[src/rtl/ufm_shadow_pkg.sv]
// Shared definitions for the UFM shadow loader: FSM states, default
// parameter values and the checksum width.
package ufm_shadow_pkg;

    localparam int unsigned CSUM_W         = 32;

    localparam int unsigned DEF_DATA_W     = 32;
    localparam int unsigned DEF_FLASH_AW   = 16;
    localparam int unsigned DEF_RAM_AW     = 9;
    localparam int unsigned DEF_DEPTH      = 512;
    localparam int unsigned DEF_BASE_ADDR  = 0;
    localparam int unsigned DEF_BURST_LEN  = 2;
    localparam int unsigned DEF_BURST_W    = 2;
    localparam int unsigned DEF_TIMEOUT    = 1023;
    localparam int unsigned DEF_AUTO_START = 1;

    typedef enum logic [2:0] {
        ST_IDLE,
        ST_REQ,
        ST_DATA,
        ST_DONE,
        ST_ERR
    } state_t;

endpackage

[src/rtl/ufm_timeout_ctr.sv]
// Idle-cycle watchdog: counts enabled cycles since the last clear and flags
// the cycle on which the count reaches TIMEOUT.
module ufm_timeout_ctr #(
    parameter int unsigned TIMEOUT = 1023
) (
    input  logic clk,
    input  logic reset_n,
    input  logic clear,
    input  logic enable,
    output logic expired
);

    localparam int unsigned CW = $clog2(TIMEOUT + 1);

    logic [CW-1:0] r_cnt;

    always_ff @(posedge clk or negedge reset_n) begin
        if (!reset_n) begin
            r_cnt <= '0;
        end else if (clear) begin
            r_cnt <= '0;
        end else if (enable && (r_cnt != CW'(TIMEOUT))) begin
            r_cnt <= r_cnt + 1'b1;
        end
    end

    // Asserted on the idle cycle whose edge brings the count to TIMEOUT.
    assign expired = enable && !clear && (r_cnt == CW'(TIMEOUT - 1));

endmodule

[src/rtl/ufm_shadow_loader.sv]
// Copies DEPTH words from an Avalon-MM burst flash port into a shadow RAM,
// keeps a running checksum and releases the consumer core when complete.
module ufm_shadow_loader
    import ufm_shadow_pkg::*;
#(
    parameter int unsigned DATA_W     = DEF_DATA_W,
    parameter int unsigned FLASH_AW   = DEF_FLASH_AW,
    parameter int unsigned RAM_AW     = DEF_RAM_AW,
    parameter int unsigned DEPTH      = DEF_DEPTH,
    parameter int unsigned BASE_ADDR  = DEF_BASE_ADDR,
    parameter int unsigned BURST_LEN  = DEF_BURST_LEN,
    parameter int unsigned BURST_W    = DEF_BURST_W,
    parameter int unsigned TIMEOUT    = DEF_TIMEOUT,
    parameter int unsigned AUTO_START = DEF_AUTO_START
) (
    input  logic                  clk,
    input  logic                  reset_n,
    input  logic                  start,
    output logic [FLASH_AW-1:0]   avmm_addr,
    output logic                  avmm_read,
    output logic [BURST_W-1:0]    avmm_burstcount,
    input  logic                  avmm_waitrequest,
    input  logic [DATA_W-1:0]     avmm_readdata,
    input  logic                  avmm_readdatavalid,
    output logic [RAM_AW-1:0]     ram_wr_addr,
    output logic [DATA_W-1:0]     ram_wr_data,
    output logic [DATA_W/8-1:0]   ram_wr_be,
    output logic                  ram_wr_we,
    output logic                  busy,
    output logic                  done,
    output logic                  error,
    output logic [CSUM_W-1:0]     checksum,
    output logic                  cpu_reset_n
);

    localparam int unsigned CNT_W = RAM_AW + 1;
    localparam int unsigned NSL   = (DATA_W + 31) / 32;
    localparam int unsigned PAD_W = NSL * 32;

    state_t              r_state;
    logic [CNT_W-1:0]    r_word_cnt;
    logic [BURST_W-1:0]  r_beats_left;
    logic                r_auto;
    logic [CSUM_W-1:0]   r_checksum;
    logic                r_read;
    logic [FLASH_AW-1:0] r_addr;
    logic [BURST_W-1:0]  r_bc;
    logic                r_busy;
    logic                r_done;
    logic                r_error;
    logic                r_cpu_rst_n;

    logic                w_beat;
    logic                w_expired;
    logic                w_to_clear;
    logic                w_to_enable;
    logic [PAD_W-1:0]    w_pad;
    logic [CSUM_W-1:0]   w_beat_sum;
    logic [CNT_W-1:0]    w_next_cnt;

    function automatic logic [BURST_W-1:0] burst_for(input logic [CNT_W-1:0] cnt);
        int unsigned rem;
        rem = DEPTH - 32'(cnt);
        return BURST_W'((rem < BURST_LEN) ? rem : BURST_LEN);
    endfunction

    function automatic logic [FLASH_AW-1:0] addr_for(input logic [CNT_W-1:0] cnt);
        return FLASH_AW'(BASE_ADDR + 32'(cnt));
    endfunction

    // Beats beyond the requested burst are dropped so no write passes DEPTH.
    assign w_beat      = (r_state == ST_DATA) && avmm_readdatavalid && (r_beats_left != '0);
    assign w_next_cnt  = r_word_cnt + 1'b1;
    assign w_pad       = PAD_W'(avmm_readdata);
    assign w_to_clear  = (r_state != ST_DATA) || w_beat;
    assign w_to_enable = (r_state == ST_DATA) && !w_beat;

    always_comb begin
        w_beat_sum = '0;
        for (int unsigned i = 0; i < NSL; i++) begin
            w_beat_sum = w_beat_sum + w_pad[i*32 +: 32];
        end
    end

    ufm_timeout_ctr #(
        .TIMEOUT (TIMEOUT)
    ) u_timeout (
        .clk     (clk),
        .reset_n (reset_n),
        .clear   (w_to_clear),
        .enable  (w_to_enable),
        .expired (w_expired)
    );

    always_ff @(posedge clk or negedge reset_n) begin
        if (!reset_n) begin
            r_state      <= ST_IDLE;
            r_word_cnt   <= '0;
            r_beats_left <= '0;
            r_auto       <= (AUTO_START != 0);
            r_checksum   <= '0;
            r_read       <= 1'b0;
            r_addr       <= '0;
            r_bc         <= '0;
            r_busy       <= 1'b0;
            r_done       <= 1'b0;
            r_error      <= 1'b0;
            r_cpu_rst_n  <= 1'b0;
        end else begin
            case (r_state)
                ST_IDLE, ST_DONE, ST_ERR: begin
                    if (start || ((r_state == ST_IDLE) && r_auto)) begin
                        r_state     <= ST_REQ;
                        r_word_cnt  <= '0;
                        r_checksum  <= '0;
                        r_auto      <= 1'b0;
                        r_busy      <= 1'b1;
                        r_done      <= 1'b0;
                        r_error     <= 1'b0;
                        r_cpu_rst_n <= 1'b0;
                        r_read      <= 1'b1;
                        r_addr      <= addr_for('0);
                        r_bc        <= burst_for('0);
                    end
                end
                ST_REQ: begin
                    if (!avmm_waitrequest) begin
                        r_state      <= ST_DATA;
                        r_read       <= 1'b0;
                        r_beats_left <= r_bc;
                    end
                end
                ST_DATA: begin
                    if (w_beat) begin
                        r_word_cnt   <= w_next_cnt;
                        r_checksum   <= r_checksum + w_beat_sum;
                        r_beats_left <= r_beats_left - 1'b1;
                        if (r_beats_left == BURST_W'(1)) begin
                            if (32'(w_next_cnt) < DEPTH) begin
                                r_state <= ST_REQ;
                                r_read  <= 1'b1;
                                r_addr  <= addr_for(w_next_cnt);
                                r_bc    <= burst_for(w_next_cnt);
                            end else begin
                                r_state     <= ST_DONE;
                                r_busy      <= 1'b0;
                                r_done      <= 1'b1;
                                r_cpu_rst_n <= 1'b1;
                            end
                        end
                    end else if (w_expired) begin
                        r_state <= ST_ERR;
                        r_error <= 1'b1;
                        r_busy  <= 1'b0;
                    end
                end
                default: r_state <= ST_IDLE;
            endcase
        end
    end

    assign avmm_read       = r_read;
    assign avmm_addr       = r_addr;
    assign avmm_burstcount = r_bc;
    assign busy            = r_busy;
    assign done            = r_done;
    assign error           = r_error;
    assign checksum        = r_checksum;
    assign cpu_reset_n     = r_cpu_rst_n;

    assign ram_wr_we   = w_beat;
    assign ram_wr_addr = w_beat ? r_word_cnt[RAM_AW-1:0] : '0;
    assign ram_wr_data = w_beat ? avmm_readdata : '0;
    assign ram_wr_be   = {(DATA_W/8){w_beat}};

endmodule
[config.mk]
export PLATFORM = sky130hd
export DESIGN_NAME = ufm_shadow_loader
export DESIGN_NICKNAME = d
export VERILOG_FILES = /design/src/rtl/ufm_shadow_pkg.sv /design/src/rtl/ufm_timeout_ctr.sv /design/src/rtl/ufm_shadow_loader.sv
export SDC_FILE = /design/constraint.sdc
export NUM_CORES = 1
export LEC_CHECK = 0
export ABC_AREA = 1
export CAP_MARGIN = 30
export CORE_UTILIZATION = 30
export DETAILED_ROUTE_END_ITERATION = 8
export PLACE_DENSITY = 0.49
export REMOVE_ABC_BUFFERS = 1
export SYNTH_ARGS = -nofsm -noshare
export SYNTH_HDL_FRONTEND = slang
export SYNTH_HIERARCHICAL = 1
export SYNTH_SLANG_ARGS = --single-unit
[constraint.sdc]
create_clock -name clk -period 3.2 [get_ports clk]
set_input_delay 0.64 -clock clk [delete_from_list [all_inputs] [get_ports clk]]
set_output_delay 0.64 -clock clk [all_outputs]
set_load 0.01 [all_outputs]
==> flow_metrics.py <==
metrics = {
    "status": {
        "status": "completed",
    },
    "logic_synthesis": {
        "yosysWarnings": 6,
        "synth_edf_count": 0,
        "yosysTopAreaCell": "dfrtp_1",
        "synth.most_common_cell": "nand2_1",
        "synth_seq_area_share_pct": 31.88,
        "syn_area_sq_mm": 0.005812,
        "synth.area.top_cells": "dfrtp_1, nand2_1, ha_1",
        "synth_top_area_share_pct": 31.43,
        "synth_seq_cells": 74,
        "ys_dominant_reg_cell": "dfrtp_1",
        "synth_common_cells": "nand2_1, inv_1, nor2_1, dfrtp_1, o21ai_0",
        "synth.distinct_cells": 47,
        "postSynthCellCount": 872,
        "postSynthAreaPerCell_sq_um": 6.665,
        "synthArstFlopShare_pct": 100.0,
    },
    "critical_path": {
        "path_class": "in -> out",
        "cp.depth": 7,
        "cp.required_ns": 2.56,
        "cp_max_fo": 33,
        "cp_top_family": "buffers and inverters",
        "crit_path_cell_trace": "clkdlybuf4s50_1 -> inv_1 -> nor2_1 -> nand2_2 -> buf_4 -> nor2_1 -> clkdlybuf4s50_1",
        "cp_slowest_cell": "clkdlybuf4s50_1",
        "reg2regPathDepth": 12,
        "end_kind": "output pin",
        "crit_buf_inv": 4,
        "cpPeakStageDelay_ns": 0.56,
        "arrival_ns": 2.31,
        "cp-start-kind": "input pin",
    },
    "routing": {
        "vias_per_cell": 4.619,
        "route.antenna.remaining_nets": 0,
        "drt_first_iter_violations": 323,
        "routedWlPerCell_um": 13.86,
        "drc": 0,
        "vias": 5861,
        "dr.pass1.iters": 5,
        "wl_um": 17590,
    },
    "power": {
        "ir_drop_uv": 295.3,
        "power.total_mw": 5.018,
        "leakage_nw": 3.729,
        "powerDensity_mw_per_mm2": 651.4,
    },
    "worst_hold_path": {
        "hp-class": "in -> async",
    },
    "die": {
        "coreArea_sq_mm": 0.01883,
        "initial_utilization_pct": 30.86,
        "die_x_um": 141.2,
        "io_pins": 138,
        "die-area_sq_mm": 0.01993,
        "rows": 50,
        "die_h_um": 141.2,
    },
    "cts": {
        "clockBufferDepth": 2,
        "cts_tree": "done",
        "numCtsBuffers": 9,
        "cts-htree-levels": 3,
        "cts.sinks": 74,
        "post_cts_buffers": 0,
        "clk_pin_slew_worst_paths_ns": 0.07,
        "cts_hold_buf": 0,
        "clk_latency_ns": 0.35,
        "cts_root_buffer": "clkbuf_16",
        "post_cts_resized": 0,
    },
    "timing": {
        "hold_viol_final": 0,
        "slew_headroom_pct": 64.70,
        "drv_slew": 0,
        "tightestPinTransition_ns": 0.5240,
        "finalCriticalPeriod_ns": 2.952,
        "rsz0062_at_grt": "no",
        "tns_ns": 0,
        "final.period_utilization_pct": 92.24,
        "skew_ns": 0.01115,
        "setup_viol": 0,
        "fmax_mhz": 338.8,
        "fin_ws_ns": 0.2484,
    },
    "global_route": {
        "grt_max_degree": 56,
        "globalRouteTotalUtil_pct": 18.33,
        "grt_pass1_wl_um": 28750,
        "antenna_found_initial": 0,
        "overflow": 0,
        "grt_pass1_vias": 5577,
    },
    "finish": {
        "instances_no_fill": 1269,
        "syn2layout_area_growth_pct": 32.55,
        "drive_gt1_share_pct": 6.541,
        "nets": 1078,
        "n_antenna_cell": 0,
        "final_core_util_pct": 40.91,
    },
    "place": {
        "numPortBuffers": 131,
        "dp_hpwl_um": 13380,
        "place_ws_ns": 0.1956,
        "placed_cells": 1253,
        "place_congestion": 0.8694,
    },
    "run": {
        "cap_violations": 0,
    },
}
[cells in the final DEF (no fill, tap or decap), types with 2 or more instances in the layout]
master / n
or2_2: 3
ha_1: 36
xnor2_1: 4
nand2_1: 260
o21a_1: 4
nand2_2: 3
nor3_1: 10
clkdlybuf4s50_1: 130
o21ai_2: 3
nand3b_1: 6
o21bai_1: 4
nand4_1: 19
dfrtp_1: 73
a21o_1: 2
o21ai_0: 58
clkbuf_16: 9
o21ai_1: 5
conb_1: 6
buf_4: 11
a22o_1: 2
inv_6: 3
clkinv_4: 2
inv_1: 103
a21oi_1: 56
xor2_1: 5
nor2_1: 101
nand3_1: 46
inv_2: 9
nand2_4: 2
nand3_2: 6
o22ai_1: 4
nor2_2: 6
[state kept, by name, indices dropped and copies added (netlist names)]
register,count
busy,1
cpu_reset_n,1
r_word_cnt,10
u_timeout/r_cnt,10
avmm_burstcount,2
checksum,32
r_auto,1
r_state,3
r_beats_left,2
avmm_addr,10
avmm_read,1
error,1
[layer usage]
| metal | vias up | wire length, um | global-route usage [%] |
|---|---|---|---|
| li1 | 3069 | - | - |
| met1 | 2637 | 9286 | 27.08 |
| met2 | 145 | 7286 | 26.84 |
| met3 | 10 | 839 | 3.193 |
| met4 | 0 | 180 | 5.664 |
| met5 | - | 0 | 0 |
[worst paths after layout]
check                              startpoint              to  slack, ns
hold / removal                        reset_n     checksum[7]       0.18
hold reg to reg                        r_auto          r_auto       0.45
setup / recovery           avmm_readdatavalid  ram_wr_data[5]       0.25
setup reg to reg                   r_state[2]      r_state[1]       0.91
min in group clk                       r_auto          r_auto       0.45
max in group asynchronous             reset_n          r_auto       2.37
[layout make-up]
cell class / count / area [sq um]
clock buffer: 9 / 225.2
clock inverter: 7 / 83.83
fill: 2039 / 11130
inverter: 114 / 432.9
multi-input combinational: 663 / 3372
sequential: 74 / 1853
tap: 260 / 325.3
timing repair buffer: 142 / 1411
[logic make-up (layout without fill, tap and decap cells)]
group	Yosys count	after routing	share of synthesized area [%]
AO/OA/AOI/OAI	145	145	13.76
XOR/XNOR	9	9	1.356
adder cells (fa/ha/maj)	37	37	8.095
buffers and inverters	140	272	10.42
flip-flops	74	74	31.88
other	1	6	0.06452
AND/OR/NAND/NOR	466	466	34.42
[through the flow]
stage / hold slack [ns] / cell area (sq um)
6_report: 0.1850 / 7704
5_1_grt: 0.2004 / 7704
2_1_floorplan: 0.3444 / 5658
4_1_cts: 0.1831 / 7704
3_3_place_gp: 0.4409 / 7367
3_5_place_dp: 0.4449 / 7395
[where the power goes]
group	internal [mW]	switching [mW]
combinational	1.01	1.62
clock	0.620	0.476
sequential	1.13	0.174
Note: power is estimated with default switching activity, not from simulation.
